$ cat src/rtl/apb_slv_pkg.sv
// Shared types and default parameter values for the APB register bank.
//   apb_state_e : transfer FSM states (IDLE, SETUP, ACCESS)
//   *_DEF       : default values for ADDR_W, DATA_W, DEPTH, WAIT_CYCLES
//   WCNT_W      : width of the wait-state counter (WAIT_CYCLES is 0..15)
package apb_slv_pkg;

    localparam int unsigned ADDR_W_DEF      = 8;
    localparam int unsigned DATA_W_DEF      = 32;
    localparam int unsigned DEPTH_DEF       = 16;
    localparam int unsigned WAIT_CYCLES_DEF = 1;
    localparam int unsigned WCNT_W          = 4;

    typedef enum logic [1:0] {
        IDLE   = 2'd0,
        SETUP  = 2'd1,
        ACCESS = 2'd2
    } apb_state_e;

endpackage

$ cat src/rtl/apb_slv_regbank.sv
// Register array behind the APB completer.
//   PCLK, PRESETn : clock, async active-low reset (clears every register)
//   we            : commit write this cycle
//   widx, wdata   : word index and data of the write
//   wstrb         : byte enables of the write
//   ridx          : word index for the read mux
//   rdata_c       : combinational read data at ridx
module apb_slv_regbank #(
    parameter  int unsigned DATA_W = 32,
    parameter  int unsigned DEPTH  = 16,
    localparam int unsigned IDX_W  = $clog2(DEPTH),
    localparam int unsigned STRB_W = DATA_W / 8
) (
    input  logic              PCLK,
    input  logic              PRESETn,
    input  logic              we,
    input  logic [IDX_W-1:0]  widx,
    input  logic [DATA_W-1:0] wdata,
    input  logic [STRB_W-1:0] wstrb,
    input  logic [IDX_W-1:0]  ridx,
    output logic [DATA_W-1:0] rdata_c
);

    logic [DATA_W-1:0] mem [DEPTH];

    // Byte-masked write; reset clears the whole array
    always_ff @(posedge PCLK or negedge PRESETn) begin
        if (!PRESETn) begin
            for (int i = 0; i < int'(DEPTH); i++) begin
                mem[i] <= '0;
            end
        end else if (we) begin
            for (int b = 0; b < int'(STRB_W); b++) begin
                if (wstrb[b]) begin
                    mem[widx][b*8 +: 8] <= wdata[b*8 +: 8];
                end
            end
        end
    end

    assign rdata_c = mem[ridx];

endmodule

$ cat src/rtl/apb_slave_regbank.sv
// APB completer fronting a bank of DEPTH word registers.
//   PCLK, PRESETn        : clock, async active-low reset
//   PSELx, PENABLE       : select / access-phase strobes
//   PWRITE, PADDR, PWDATA: transfer request, sampled when leaving IDLE
//   PSTRB                : byte strobes (only with APB_SLV_PSTRB_EN defined)
//   PRDATA, PREADY,
//   PSLVERR              : registered completion outputs
// Optional feature macro: APB_SLV_PSTRB_EN enables the PSTRB port and
// byte-masked writes; without it every write updates all bytes.
module apb_slave_regbank
    import apb_slv_pkg::*;
#(
    parameter int unsigned ADDR_W      = ADDR_W_DEF,
    parameter int unsigned DATA_W      = DATA_W_DEF,
    parameter int unsigned DEPTH       = DEPTH_DEF,
    parameter int unsigned WAIT_CYCLES = WAIT_CYCLES_DEF
) (
    input  logic                PCLK,
    input  logic                PRESETn,
    input  logic                PSELx,
    input  logic                PENABLE,
    input  logic                PWRITE,
    input  logic [ADDR_W-1:0]   PADDR,
    input  logic [DATA_W-1:0]   PWDATA,
`ifdef APB_SLV_PSTRB_EN
    input  logic [DATA_W/8-1:0] PSTRB,
`endif
    output logic [DATA_W-1:0]   PRDATA,
    output logic                PREADY,
    output logic                PSLVERR
);

    localparam int unsigned STRB_W   = DATA_W / 8;
    localparam int unsigned IDX_W    = $clog2(DEPTH);
    localparam int unsigned MAX_ADDR = DEPTH * 4;

    apb_state_e          state_q,  state_d;
    logic [WCNT_W-1:0]   wcnt_q,   wcnt_d;
    logic                wr_q,     wr_d;
    logic                err_q,    err_d;
    logic [IDX_W-1:0]    idx_q,    idx_d;
    logic [DATA_W-1:0]   wdata_q,  wdata_d;
    logic [STRB_W-1:0]   strb_q,   strb_d;
    logic                ready_q,  ready_d;
    logic                slverr_q, slverr_d;
    logic [DATA_W-1:0]   prdata_q, prdata_d;

    logic                addr_err_c;
    logic                we_c;
    logic [STRB_W-1:0]   strb_in_c;
    logic [DATA_W-1:0]   rdata_c;

    // Misaligned or beyond the last register
    assign addr_err_c = (PADDR[1:0] != 2'b00) || (32'(PADDR) >= MAX_ADDR);

`ifdef APB_SLV_PSTRB_EN
    assign strb_in_c = PSTRB;
`else
    assign strb_in_c = '1;
`endif

    // Request fields are latched on the IDLE->SETUP edge, so bus changes
    // later in the transfer have no effect.
    always_comb begin
        state_d = state_q;
        wcnt_d  = wcnt_q;
        wr_d    = wr_q;
        err_d   = err_q;
        idx_d   = idx_q;
        wdata_d = wdata_q;
        strb_d  = strb_q;

        unique case (state_q)
            IDLE: begin
                if (PSELx && !PENABLE) begin
                    state_d = SETUP;
                    wcnt_d  = WCNT_W'(WAIT_CYCLES);
                    wr_d    = PWRITE;
                    err_d   = addr_err_c;
                    idx_d   = PADDR[IDX_W+1:2];
                    wdata_d = PWDATA;
                    strb_d  = strb_in_c;
                end
            end
            SETUP: begin
                state_d = ACCESS;
            end
            ACCESS: begin
                if (!PSELx || ready_q) begin
                    state_d = IDLE;
                end else if (wcnt_q != '0) begin
                    wcnt_d = wcnt_q - WCNT_W'(1);
                end
            end
            default: begin
                state_d = IDLE;
            end
        endcase

        // Outputs are precomputed from the next state so they come from flops
        ready_d  = (state_d == ACCESS) && (wcnt_d == '0);
        slverr_d = ready_d && err_q;
        prdata_d = (ready_d && !err_q && !wr_q) ? rdata_c : '0;
    end

    always_ff @(posedge PCLK or negedge PRESETn) begin
        if (!PRESETn) begin
            state_q  <= IDLE;
            wcnt_q   <= '0;
            wr_q     <= 1'b0;
            err_q    <= 1'b0;
            idx_q    <= '0;
            wdata_q  <= '0;
            strb_q   <= '0;
            ready_q  <= 1'b0;
            slverr_q <= 1'b0;
            prdata_q <= '0;
        end else begin
            state_q  <= state_d;
            wcnt_q   <= wcnt_d;
            wr_q     <= wr_d;
            err_q    <= err_d;
            idx_q    <= idx_d;
            wdata_q  <= wdata_d;
            strb_q   <= strb_d;
            ready_q  <= ready_d;
            slverr_q <= slverr_d;
            prdata_q <= prdata_d;
        end
    end

    // Commit only on a completing, still-selected, error-free write
    assign we_c = PSELx && PENABLE && wr_q && ready_q && !err_q;

    apb_slv_regbank #(
        .DATA_W (DATA_W),
        .DEPTH  (DEPTH)
    ) u_regbank (
        .PCLK    (PCLK),
        .PRESETn (PRESETn),
        .we      (we_c),
        .widx    (idx_q),
        .wdata   (wdata_q),
        .wstrb   (strb_q),
        .ridx    (idx_q),
        .rdata_c (rdata_c)
    );

    assign PREADY  = ready_q;
    assign PSLVERR = slverr_q;
    assign PRDATA  = prdata_q;

endmodule

$ cat config.mk
export PLATFORM = sky130hd
export DESIGN_NAME = apb_slave_regbank
export DESIGN_NICKNAME = d
export VERILOG_FILES = /design/src/rtl/apb_slv_pkg.sv /design/src/rtl/apb_slv_regbank.sv /design/src/rtl/apb_slave_regbank.sv
export SDC_FILE = /design/constraint.sdc
export NUM_CORES = 1
export LEC_CHECK = 0
export CAP_MARGIN = 10
export CORE_MARGIN = 2
export CORE_UTILIZATION = 35
export DETAILED_ROUTE_END_ITERATION = 16
export SYNTH_ARGS = -nofsm -noshare
export SYNTH_HDL_FRONTEND = slang
export SYNTH_HIERARCHICAL = 1
export SYNTH_SLANG_ARGS = --single-unit
$ cat constraint.sdc
create_clock -name PCLK -period 2.5 [get_ports PCLK]
set_input_delay 0.25 -clock PCLK [delete_from_list [all_inputs] [get_ports PCLK]]
set_output_delay 0.25 -clock PCLK [all_outputs]
set_load 0.02 [all_outputs]
==> results by stage <==
Logic synthesis:
- The number of synthesized flops with an enable pin is 0.
- The cell taking the most area after synthesis is sky130_fd_sc_hd__dfrtp_1.
- After synthesis, the cell types taking the most area are sky130_fd_sc_hd__dfrtp_1 55%, sky130_fd_sc_hd__mux2_2 22%, sky130_fd_sc_hd__mux4_2 11%.
- The post-synthesis cell area is 0.0268 sq mm.
- The gate count of the mapped netlist is 1671.
- The commonest cells after synthesis are 591 x sky130_fd_sc_hd__dfrtp_1, 531 x sky130_fd_sc_hd__mux2_2, 128 x sky130_fd_sc_hd__mux4_2.
- The synthesized design contains 591 register bits.
- The count of unique library cells instantiated by Yosys is 48.
- Of all flip-flops after synthesis, the portion carrying an async set or reset was 100%.
- The synthesized design devotes to its leading area cell type 55.1% of total area.
- For this run, the number of Yosys warnings is 6.
- The number of nets in the synthesized netlist is 1717.
- Dividing the synthesized area by the synthesized cell count gives 16.1 sq um.
- Of the synthesized area, sequential elements account for 55.1%.
- The library cell with the highest instance count after synthesis is sky130_fd_sc_hd__dfrtp_1.
- The most common flop cell mapped by yosys is sky130_fd_sc_hd__dfrtp_1.

GRT:
- The maximum number of pins on one net before global-route repair is 96.
- The number of global-route vias before repair is 16700.
- The global router's overall resource usage is 16.7%.
- The number of antenna violations at the first check in global routing was 1.
- The final global-route overflow total is 0.
- The first global-routing pass estimated 101000 microns of wire.

Layout:
- The filler cell count in the final layout is 6743.
- The multi-input combinational cell area is 0.0115 sq mm.
- The relative area change from synthesis to final layout is 20.4%.
- Summing all flip-flop and latch instances after layout gives 0.0148 sq mm.
- The count of inserted antenna diode cells is 0.
- The count of nets after finishing is 1872.
- Of the cells placed in the final design, the portion with a size suffix greater than 1 is 53.1%.
- The count of non-filler cells in the finished layout is 2903.

Worst setup path:
- The kind of cell with the highest combined delay along the critical path is simple AND/OR/NAND/NOR gates.
- The library cell contributing the largest single delay on the critical path is sky130_fd_sc_hd__o41a_2.
- The setup path with the least slack is of type reg2reg.
- The required time of the critical path is 3.03 ns.
- The element type at the critical path start is a flop.
- Of all nets on the critical path, the largest fanout is 20.
- The nature of the critical path endpoint is a flop.
- The largest single stage delay on the critical path is 0.48 ns.
- Walking the worst path, the cells encountered are inv_1, ha_1, nor3b_2, nor2_1, o41a_2, buf_12, nor4_2, buf_4.
- Data arrives at the worst endpoint at 2.86 ns.
- The critical path contains buffers and inverters numbering 3 combined.

Detailed routing:
- The post-detailed-route count of antenna-violating nets is 0.
- The routed metal-1 wirelength is 28500 microns.
- The detailed-routed wire length on met2 is 31000 microns.
- The initial detailed-routing violation count is 845.
- For this block, the via count after detailed routing is 15100.
- Dividing the detail-routed wire length by the instance count gives 21.7 microns.
- The routed design uses 2090 microns of met3 wire.
- The number of detailed-route iterations in the first pass is 5.
- Dividing the detail-routed via count by the number of cells gives 5.20.
- Wires add up to 63100 microns.
- In the routed design, unresolved DRC markers number 0.
- The uppermost layer routed is met5.

Power:
- The internal portion of the total power is 0.0174 W.
- In this run the power density over the cells is 756 mW/mm^2.
- After layout, the design draws a total of 0.0244 W.
- Combinational logic burns 15.3% of the power.
- Summed over all nets, the switching power comes to 0.00705 W.
- For this design the static power due to leakage is 15.0 nW.
- The switching part of the total is 28.9%.
- The worst-case vdd ir drop is 515 uV.
- The sequential share of power is 44.6%.
- Of the total power, the clock network draws 40.2%.

Placement:
- The final HPWL from detailed placement is 41300 microns.
- The final weighted congestion of routability-driven global placement is 0.755.
- In this run, placement finished with an instance count of 2786.
- The count of buffers added on input and output ports is 78.

Floorplan:
- For this configuration, the core starts out at a cell density of 35.3%.
- The die extent in y is 281 microns.
- Pin placement for this block handled 79 I/O pins.
- The die covers 0.0789 sq mm.
- In this run the standard cell core region covers 0.0759 sq mm.
- The floorplan step set the die width to 281 microns.
- The floorplan row count is 101.

Clock tree:
- The insertion delay of the later-clocked pin in the worst-skew pair is 0.59 ns.
- The clock buffer count from CTS is 67.
- The TritonCTS clock tree is yes.
- The number of levels in the clock H-tree is 3.
- CTS placed an instance of sky130_fd_sc_hd__clkbuf_16 at the clock tree root.
- For this design, the sink count on the clock tree is 591.
- After clock tree synthesis, the clock-pin slew on the worst setup and hold paths is 0.06 ns.
- The clock tree buffer depth is 3.
- The number of gates resized after CTS is 0.

Run status:
- The run finished with clean final reports.

Timing:
- Setup violations remaining at the end of the flow were counted as 0.
- For the final database, setup skew stands at 0.0185 ns.
- The final hold violation count was 0.
- The final number of max-transition violations is 0.
- The time the worst path needs with I/O delays and setup is 2.33 ns.
- On the final layout, the worst hold slack is 0.200 ns.
- Setup repair after global routing left no endpoint under its margin.
- Measured against its own limit, the worst slew margin works out to 52.8%.
- Static timing analysis puts the maximum clock frequency at 0.429 GHz.
- At the pin with the least slew margin, the transition time is 0.709 ns.
- After layout, the worst path uses 93.3% of the clock period.

Job:
- The tool flagged a number of max-cap violations equal to 0.

Min path:
- The path type of the worst min-delay path is in2async.
==> metrics by stage <==
| step | util [%] | worst slack (ns) | area [sq um] | TNS (ns) |
|---|---|---|---|---|
| floorplan | - | 0.154 | 26800 | 0 |
| global placement | 39.6 | -0.142 | 30100 | -22.29 |
| detailed placement | 39.6 | -0.101 | 30100 | -12.85 |
| CTS | 42.5 | 0.177 | 32300 | 0 |
| global route | 42.5 | 0.0464 | 32300 | 0 |
| finish | 42.5 | 0.166 | 32300 | 0 |
==> logic make-up (layout without fill, tap and decap cells) <==
logic type / Yosys count / after routing / synth area share, %
multiplexers: 677 / 677 / 33.8
flip-flops: 591 / 591 / 55.1
AND/OR/NAND/NOR: 213 / 213 / 6.88
buffers and inverters: 114 / 316 / 2.07
AO/OA/AOI/OAI: 75 / 75 / 2.11
adder cells (fa/ha/maj): 1 / 1 / 0.0466
==> worst paths after layout <==
check	from	to	slack, ns	cells past startpoint
setup / recovery	wcnt_q[1]	PRDATA[21]	0.17	8
max in group asynchronous	PRESETn	u_regbank/mem[231]	1.36	3
min in group PCLK	PADDR[6]	err_q	0.26	3
hold reg to reg	u_regbank/mem[4]	u_regbank/mem[4]	0.48	1
setup reg to reg	wcnt_q[1]	PRDATA[21]	0.17	8
hold / removal	PRESETn	wdata_q[26]	0.20	2
==> sequential cells by signal, indices dropped and copies added, names as in the netlist <==
register,count
u_regbank/mem,512
PRDATA,32
wdata_q,32
idx_q,4
wcnt_q,4
state_q,2
PREADY,1
PSLVERR,1
err_q,1
strb_q,1
wr_q,1
==> layout make-up <==
cell class                 count  share of cell area, %
clock inverter                18                  0.519
multi-input combinational    966                   35.7
tap                         1030                   3.99
inverter                       5                 0.0581
timing repair buffer         195                   7.52
sequential                   591                   45.8
clock buffer                  98                   6.35
==> per-layer routing <==
layer	up-vias	track usage (%)
li1	6577	-
met1	8199	22.5
met2	227	27.7
met3	101	2.93
met4	2	4.77
met5	-	0
==> worst register-to-register path: cells and delay by family, from the launching register on <==
| family | cells | cell delay, ns |
|---|---|---|
| AO/OA/AOI/OAI | 1 | 0.48 |
| adder cells (fa/ha/maj) | 1 | 0.23 |
| buffers and inverters | 3 | 0.51 |
| flip-flops | 1 | 0.38 |
| AND/OR/NAND/NOR | 3 | 0.68 |
==> cell usage in the layout (no fill, tap or decap), types with 6 or more instances in the layout <==
cell type,count
sky130_fd_sc_hd__nand2_2,7
sky130_fd_sc_hd__mux4_2,128
sky130_fd_sc_hd__clkdlybuf4s50_1,77
sky130_fd_sc_hd__nor2_2,10
sky130_fd_sc_hd__buf_12,61
sky130_fd_sc_hd__clkbuf_16,73
sky130_fd_sc_hd__nor2_8,12
sky130_fd_sc_hd__clkbuf_1,12
sky130_fd_sc_hd__nor2_4,25
sky130_fd_sc_hd__nand4b_4,6
sky130_fd_sc_hd__dfrtp_1,589
sky130_fd_sc_hd__buf_4,55
sky130_fd_sc_hd__clkinv_2,14
sky130_fd_sc_hd__mux2_2,531
sky130_fd_sc_hd__a22oi_1,64
sky130_fd_sc_hd__nand2_1,71
sky130_fd_sc_hd__mux2_1,18
sky130_fd_sc_hd__nor4_2,29
sky130_fd_sc_hd__clkbuf_8,13
==> power groups by stage <==
stage	Combinational, W	Sequential [W]	Clock, W
after global routing	0.00400	0.0110	0.0105
final	0.00373	0.0109	0.00981
after CTS	0.00380	0.0109	0.0101
after floorplan	0.00265	0.0103	0
after global placement	0.00373	0.0110	0
after detailed placement	0.00379	0.0110	0
==> what timing repair did <==
item	4_1_cts	5_1_grt
hold buffers	1	0
hold endpoints to repair	48	0
buffers inserted	0	0
No activity file was read; power rests on OpenSTA's default activity.
